--- src/rtl/mem_arbiter_if.sv ---
// Bus bundle between the memory arbiter, the two cache front ends and the
// main-memory port. The arbiter connects through the master modport; the
// caches and the memory model connect through the slave modport.
//
// Handshake: a cache raises *_req (with write/addr/data) as a level and holds
// it until its *_resp pulse. *_grant marks the cache that owns the memory port.
// mem_req is a one-cycle command strobe; memory completes every command
// (read or write) with exactly one mem_resp pulse. *_resp, resp_data and
// resp_addr are valid only in the cycle the matching *_resp is high.
interface mem_arbiter_if #(
    parameter int ADDR_WIDTH = 32,
    parameter int LINE_WIDTH = 128
);
    logic                  ic_req;
    logic                  ic_req_write;
    logic [ADDR_WIDTH-1:0] ic_req_addr;
    logic [LINE_WIDTH-1:0] ic_req_data;
    logic                  dc_req;
    logic                  dc_req_write;
    logic [ADDR_WIDTH-1:0] dc_req_addr;
    logic [LINE_WIDTH-1:0] dc_req_data;
    logic                  ic_grant;
    logic                  dc_grant;
    logic                  ic_resp;
    logic                  dc_resp;
    logic [LINE_WIDTH-1:0] resp_data;
    logic [ADDR_WIDTH-1:0] resp_addr;
    logic                  mem_req;
    logic                  mem_req_write;
    logic [ADDR_WIDTH-1:0] mem_req_addr;
    logic [LINE_WIDTH-1:0] mem_req_data;
    logic                  mem_resp;
    logic [LINE_WIDTH-1:0] mem_resp_data;
    logic [ADDR_WIDTH-1:0] mem_resp_addr;

    modport master (
        input  ic_req, ic_req_write, ic_req_addr, ic_req_data,
        input  dc_req, dc_req_write, dc_req_addr, dc_req_data,
        input  mem_resp, mem_resp_data, mem_resp_addr,
        output ic_grant, dc_grant, ic_resp, dc_resp, resp_data, resp_addr,
        output mem_req, mem_req_write, mem_req_addr, mem_req_data
    );

    modport slave (
        output ic_req, ic_req_write, ic_req_addr, ic_req_data,
        output dc_req, dc_req_write, dc_req_addr, dc_req_data,
        output mem_resp, mem_resp_data, mem_resp_addr,
        input  ic_grant, dc_grant, ic_resp, dc_resp, resp_data, resp_addr,
        input  mem_req, mem_req_write, mem_req_addr, mem_req_data
    );
endinterface

--- src/rtl/mem_arbiter.sv ---
// Round-robin arbiter sharing one main-memory port between the I-cache and
// the D-cache. One transaction at a time: arbitrate in IDLE, issue a one-cycle
// command in ISSUE, hold the owner's grant in WAIT until memory responds.
// dbg_state exposes the FSM encoding (0 IDLE, 1 ISSUE, 2 WAIT).
module mem_arbiter #(
    parameter int ADDR_WIDTH = 32,
    parameter int LINE_WIDTH = 128
) (
    input  logic          clk,
    input  logic          reset,
    mem_arbiter_if.master bus,
    output logic [1:0]    dbg_state
);
    typedef enum logic [1:0] {
        IDLE  = 2'd0,
        ISSUE = 2'd1,
        WAIT  = 2'd2
    } state_t;

    // Owner encoding: 0 = I-cache, 1 = D-cache.
    state_t                state;
    state_t                state_n;
    logic                  owner;
    logic                  last_owner;
    logic                  take;
    logic                  win;
    logic                  lat_write;
    logic [ADDR_WIDTH-1:0] lat_addr;
    logic [LINE_WIDTH-1:0] lat_data;
    logic                  busy;
    logic                  resp_fire;

    // Next state and arbitration; a tie goes to whoever did not win last.
    always_comb begin
        state_n = state;
        take    = 1'b0;
        win     = last_owner;
        case (state)
            IDLE: begin
                if (bus.ic_req && bus.dc_req) begin
                    win = ~last_owner;
                end else begin
                    win = bus.dc_req;
                end
                if (bus.ic_req || bus.dc_req) begin
                    take    = 1'b1;
                    state_n = ISSUE;
                end
            end
            ISSUE: state_n = bus.mem_resp ? IDLE : WAIT;
            WAIT:  state_n = bus.mem_resp ? IDLE : WAIT;
            default: state_n = IDLE;
        endcase
    end

    // State register plus the command latch, captured only on the IDLE cycle
    // so later requester changes cannot disturb an issued command.
    always_ff @(posedge clk) begin
        if (reset) begin
            state      <= IDLE;
            owner      <= 1'b0;
            last_owner <= 1'b0;
            lat_write  <= 1'b0;
            lat_addr   <= '0;
            lat_data   <= '0;
        end else begin
            state <= state_n;
            if (take) begin
                owner      <= win;
                last_owner <= win;
                lat_write  <= win ? bus.dc_req_write : bus.ic_req_write;
                lat_addr   <= win ? bus.dc_req_addr  : bus.ic_req_addr;
                lat_data   <= win ? bus.dc_req_data  : bus.ic_req_data;
            end
        end
    end

    // Grants and memory command come from registered state only; the response
    // path is combinational from mem_resp and is suppressed while in reset so
    // an in-flight completion is dropped.
    always_comb begin
        busy              = (state != IDLE);
        resp_fire         = busy && bus.mem_resp && !reset;
        bus.ic_grant      = busy && !owner;
        bus.dc_grant      = busy && owner;
        bus.mem_req       = (state == ISSUE);
        bus.mem_req_write = lat_write;
        bus.mem_req_addr  = lat_addr;
        bus.mem_req_data  = lat_data;
        bus.ic_resp       = resp_fire && !owner;
        bus.dc_resp       = resp_fire && owner;
        bus.resp_data     = resp_fire ? bus.mem_resp_data : '0;
        bus.resp_addr     = resp_fire ? bus.mem_resp_addr : '0;
        dbg_state         = state;
    end
endmodule

--- src/flat_wrapper.sv ---
// flat-port wrapper written by rule: the top's interface ports become plain ports
module mem_arbiter_flat 
#(
    parameter int ADDR_WIDTH = 32,
    parameter int LINE_WIDTH = 128
)
  (clk, reset, dbg_state, bus_ic_req, bus_ic_req_write, bus_ic_req_addr, bus_ic_req_data, bus_dc_req, bus_dc_req_write, bus_dc_req_addr, bus_dc_req_data, bus_mem_resp, bus_mem_resp_data, bus_mem_resp_addr, bus_ic_grant, bus_dc_grant, bus_ic_resp, bus_dc_resp, bus_resp_data, bus_resp_addr, bus_mem_req, bus_mem_req_write, bus_mem_req_addr, bus_mem_req_data);
  mem_arbiter_if #(.ADDR_WIDTH(ADDR_WIDTH), .LINE_WIDTH(LINE_WIDTH)) bus_i ();
  input  logic clk;
  input  logic reset;
  output logic [1:0] dbg_state;
  input wire logic [$bits(bus_i.ic_req)-1:0] bus_ic_req;
  input wire logic [$bits(bus_i.ic_req_write)-1:0] bus_ic_req_write;
  input wire logic [$bits(bus_i.ic_req_addr)-1:0] bus_ic_req_addr;
  input wire logic [$bits(bus_i.ic_req_data)-1:0] bus_ic_req_data;
  input wire logic [$bits(bus_i.dc_req)-1:0] bus_dc_req;
  input wire logic [$bits(bus_i.dc_req_write)-1:0] bus_dc_req_write;
  input wire logic [$bits(bus_i.dc_req_addr)-1:0] bus_dc_req_addr;
  input wire logic [$bits(bus_i.dc_req_data)-1:0] bus_dc_req_data;
  input wire logic [$bits(bus_i.mem_resp)-1:0] bus_mem_resp;
  input wire logic [$bits(bus_i.mem_resp_data)-1:0] bus_mem_resp_data;
  input wire logic [$bits(bus_i.mem_resp_addr)-1:0] bus_mem_resp_addr;
  output wire logic [$bits(bus_i.ic_grant)-1:0] bus_ic_grant;
  output wire logic [$bits(bus_i.dc_grant)-1:0] bus_dc_grant;
  output wire logic [$bits(bus_i.ic_resp)-1:0] bus_ic_resp;
  output wire logic [$bits(bus_i.dc_resp)-1:0] bus_dc_resp;
  output wire logic [$bits(bus_i.resp_data)-1:0] bus_resp_data;
  output wire logic [$bits(bus_i.resp_addr)-1:0] bus_resp_addr;
  output wire logic [$bits(bus_i.mem_req)-1:0] bus_mem_req;
  output wire logic [$bits(bus_i.mem_req_write)-1:0] bus_mem_req_write;
  output wire logic [$bits(bus_i.mem_req_addr)-1:0] bus_mem_req_addr;
  output wire logic [$bits(bus_i.mem_req_data)-1:0] bus_mem_req_data;
  assign bus_i.ic_req = bus_ic_req;
  assign bus_i.ic_req_write = bus_ic_req_write;
  assign bus_i.ic_req_addr = bus_ic_req_addr;
  assign bus_i.ic_req_data = bus_ic_req_data;
  assign bus_i.dc_req = bus_dc_req;
  assign bus_i.dc_req_write = bus_dc_req_write;
  assign bus_i.dc_req_addr = bus_dc_req_addr;
  assign bus_i.dc_req_data = bus_dc_req_data;
  assign bus_i.mem_resp = bus_mem_resp;
  assign bus_i.mem_resp_data = bus_mem_resp_data;
  assign bus_i.mem_resp_addr = bus_mem_resp_addr;
  assign bus_ic_grant = bus_i.ic_grant;
  assign bus_dc_grant = bus_i.dc_grant;
  assign bus_ic_resp = bus_i.ic_resp;
  assign bus_dc_resp = bus_i.dc_resp;
  assign bus_resp_data = bus_i.resp_data;
  assign bus_resp_addr = bus_i.resp_addr;
  assign bus_mem_req = bus_i.mem_req;
  assign bus_mem_req_write = bus_i.mem_req_write;
  assign bus_mem_req_addr = bus_i.mem_req_addr;
  assign bus_mem_req_data = bus_i.mem_req_data;
  mem_arbiter #(.ADDR_WIDTH(ADDR_WIDTH), .LINE_WIDTH(LINE_WIDTH)) u_core (.clk(clk), .reset(reset), .bus(bus_i), .dbg_state(dbg_state));
endmodule
--- config.mk ---
export PLATFORM = sky130hd
export DESIGN_NAME = mem_arbiter_flat
export DESIGN_NICKNAME = d
export VERILOG_FILES = /design/src/rtl/mem_arbiter_if.sv /design/src/rtl/mem_arbiter.sv /design/src/flat_wrapper.sv
export SDC_FILE = /design/constraint.sdc
export NUM_CORES = 1
export LEC_CHECK = 0
export CAP_MARGIN = 15
export CORE_AREA = 2 2 320 322
export CTS_CLUSTER_DIAMETER = 40
export CTS_CLUSTER_SIZE = 20
export DETAILED_ROUTE_END_ITERATION = 10
export DIE_AREA = 0 0 322 324
export GPL_ROUTABILITY_DRIVEN = 0
export GPL_TIMING_DRIVEN = 0
export PLACE_DENSITY = 0.3
export SLEW_MARGIN = 20
export SYNTH_ARGS = -nofsm -noshare
export SYNTH_HDL_FRONTEND = slang
export SYNTH_SLANG_ARGS = --single-unit
--- constraint.sdc ---
create_clock -name clk -period 2.2 [get_ports clk]
set_clock_uncertainty 0.05 [all_clocks]
set_input_delay 0.44 -clock clk [delete_from_list [all_inputs] [get_ports clk]]
set_output_delay 0.44 -clock clk [all_outputs]
set_load 0.05 [all_outputs]
==> impl_metrics.ini <==
[yosys]
synth_warnings = 0
ys_seq_elements = 164
synthesis.nets = 1590
ys_seq_area_frac = 0.3825
yosysUniqueCellTypes = 25
synth_area_per_cell_um2 = 7.810
syn_inst = 1099
synth_area_um2 = 8583

[worst_setup_path]
critical_path_required_ps = 1710
timing.rr.start = u_core.dbg_state[0]$_SDFFE_PP0P_
cp-end-kind = output port
path_class = reg2out
r2r_slack_ps = 90
worstPathMaxFanout = 5
start_kind = flip-flop
cp.arrival_ps = 2140
reg2reg_to = u_core.bus.mem_req_data[81]$_SDFFE_PP0P_
ff2ff_path_depth = 8

[detailed_routing]
drt_iter0_drc = 385
viasPerCell = 3.515
wire_per_inst_um = 23.71
dr.pass1.iters = 5
wl_um = 78020
drc = 0
ant_nets = 0
vias = 11563

[floorplan]
fp.dieW_um = 322
core_area_um2 = 101000
die_area_um2 = 104300
ios = 815
die_h_um = 324
rows = 117
start_util = 0.08497

[run]
maxCapViolCount = 0

[clock_tree]
clk_latency_ps = 510
root_buffer = clkbuf_16
clockBufferDepth = 2
clk_pin_slew_worst_paths_ps = 80
cts_tree = yes
cts.sinks = 164
numCtsBuffers = 17
ctsHoldBuffers = 0
htreeDepth = 4

[placed_design]
post-dp-hpwl_um = 65170
dp_cells = 3221
port_buffers = 813
place_ws_ps = -1609

[global_routing]
globalRouteOverflowTotal = 0
grt_max_degree = 17
antenna_found_initial = 30
grt_pass1_vias = 12123
grt_usage = 0.1426
grt_pass1_wl_um = 101600

[timing]
hold_ws_ps = 429.9
drv_slew = 0
fin_ws_ps = -434.3
final-hold-violation-count = 0
setup_viol = 162
fmax_ghz = 0.3796
period_share = 1.197
fin_crit_ps = 2634
slew-limit-headroom = 0.2772
rsz0062_at_grt = yes
worst_pin_slew_ps = 1084

[layout]
drive_gt1_frac = 0.2582
utilization = 0.2091
fill_cells = 11218
final_nets = 2454
area_growth_syn_to_layout_pct = 146.1
final_cells = 3290

[min_path]
min_to = u_core.bus.mem_req_addr[4]$_SDFFE_PP0P_
worstHoldStart = bus_dc_req_addr[4]
hp-class = in2reg
min_path_cells = 3

[power]
power.leakage_nw = 8.916
power_density_nw_per_um2 = 614.0
total_power_mw = 12.97
ir_drop_v = 0.0005237

[status]
status = finished with violations
violations = setup timing
==> state kept, by name, summed over array words and instances (netlist names), named ones only <==
signal                    count
u_core.bus.mem_req_data     128
u_core.dbg_state              2
u_core.bus.mem_req_write      1
u_core.bus.mem_req_addr      32
==> placed cells by master, fill, tap and decap left out, drive strengths merged <==
master           n
diode            6
mux2i            1
o21a             1
or4b             1
nor2b            3
clkinv           6
clkdlybuf4s50  488
inv            165
nand2            4
ha               4
clkbuf          75
buf            248
nor3b            2
a21oi            3
and2           161
dfxtp          164
clkdlybuf4s15    4
dlygate4sd2    156
nor3           161
a2111oi        161
dlymetal6s2s     2
clkinvlp         1
or2              1
nor2           163
==> kinds of logic after synthesis <==
logic type | count (synthesis) | share of synthesized area
AO/OA/AOI/OAI | 165 | 0.1864
flip-flops | 164 | 0.3825
AND/OR/NAND/NOR | 496 | 0.2910
multiplexers | 1 | 0.001166
adder cells (fa/ha/maj) | 4 | 0.005831
buffers and inverters | 269 | 0.1331
==> where the power goes <==
group          switching, mW  total (mW)  internal, mW
Clock                   1.57        3.14          1.57
Combinational           3.83        6.19          2.36
Sequential             0.236        3.64          3.40
Total                   5.63        13.0          7.34
==> how the worst max path moves through the flow <==
stage,start,to
4_1_cts,u_core.dbg_state[1]$_SDFFE_PP0P_,bus_resp_data[74]
2_1_floorplan,u_core.dbg_state[0]$_SDFFE_PP0P_,bus_resp_data[107]
3_3_place_gp,bus_mem_resp,bus_resp_data[68]
5_1_grt,u_core.dbg_state[1]$_SDFFE_PP0P_,bus_resp_data[97]
6_report,u_core.dbg_state[1]$_SDFFE_PP0P_,bus_resp_data[99]
3_5_place_dp,bus_mem_resp,bus_resp_data[68]
==> Yosys cell counts (all sizes together) <==
library cell  instances  area (um^2)
a2111oi             161         1574
buf                  52        327.8
nor3                161        805.8
a21oi                 3        18.77
mux2i                 1        10.01
inv                 163        611.8
nor3b                 2        20.02
ha                    4        50.05
nor2                163        611.8
and2                161         1007
or4b                  1        10.01
nor2b                 3        18.77
o21a                  1        7.510
dfxtp               164         3283
clkbuf               54        202.7
nand2                 4        17.52
or2                   1        6.260
==> repair_timing <==
action	4_1_cts	5_1_grt
setup endpoints to repair	485	273
pin swaps	84	26
resized for setup	1685	162
setup buffers	15	11
gates cloned	12	4
==> worst max-delay path: stages (launching register included) <==
cell and delay (ps):
dfxtp_4 360, inv_4 40, ha_4 170, nor3b_4 250, buf_6 200, buf_16 150, clkbuf_16 140, and2_4 150
buf_12 140
==> routing by layer <==
metal / vias up / part of all wire / GRT usage / routed length [um]
li1: 5485 / - / - / -
met1: 5511 / 0.37 / 0.1495 / 28600
met2: 486 / 0.53 / 0.2693 / 41700
met3: 73 / 0.082 / 0.04895 / 6409
met4: 8 / 0.016 / 0.03676 / 1251
met5: - / 0.00078 / 0 / 61
==> metrics by stage <==
stage               area, um^2  TNS, ps
CTS                      20710   -81400
global route             21120   -76730
global placement         18610  -366070
detailed placement       18610  -366800
finish                   21120   -59690
floorplan                 8833   -10680
==> final cells by class <==
type                       count  area (um^2)  share of cell area
tap                         1309         1638             0.07754
timing repair buffer         849         9578              0.4534
multi-input combinational    666         4649              0.2201
sequential                   164         3292              0.1558
antenna                        6        15.01           0.0007108
clock buffer                  22        485.5             0.02298
buffer                       102        780.7             0.03696
inverter                     163        614.3             0.02908
clock inverter                 9        70.07            0.003317
(Power assumes the default switching activity.)
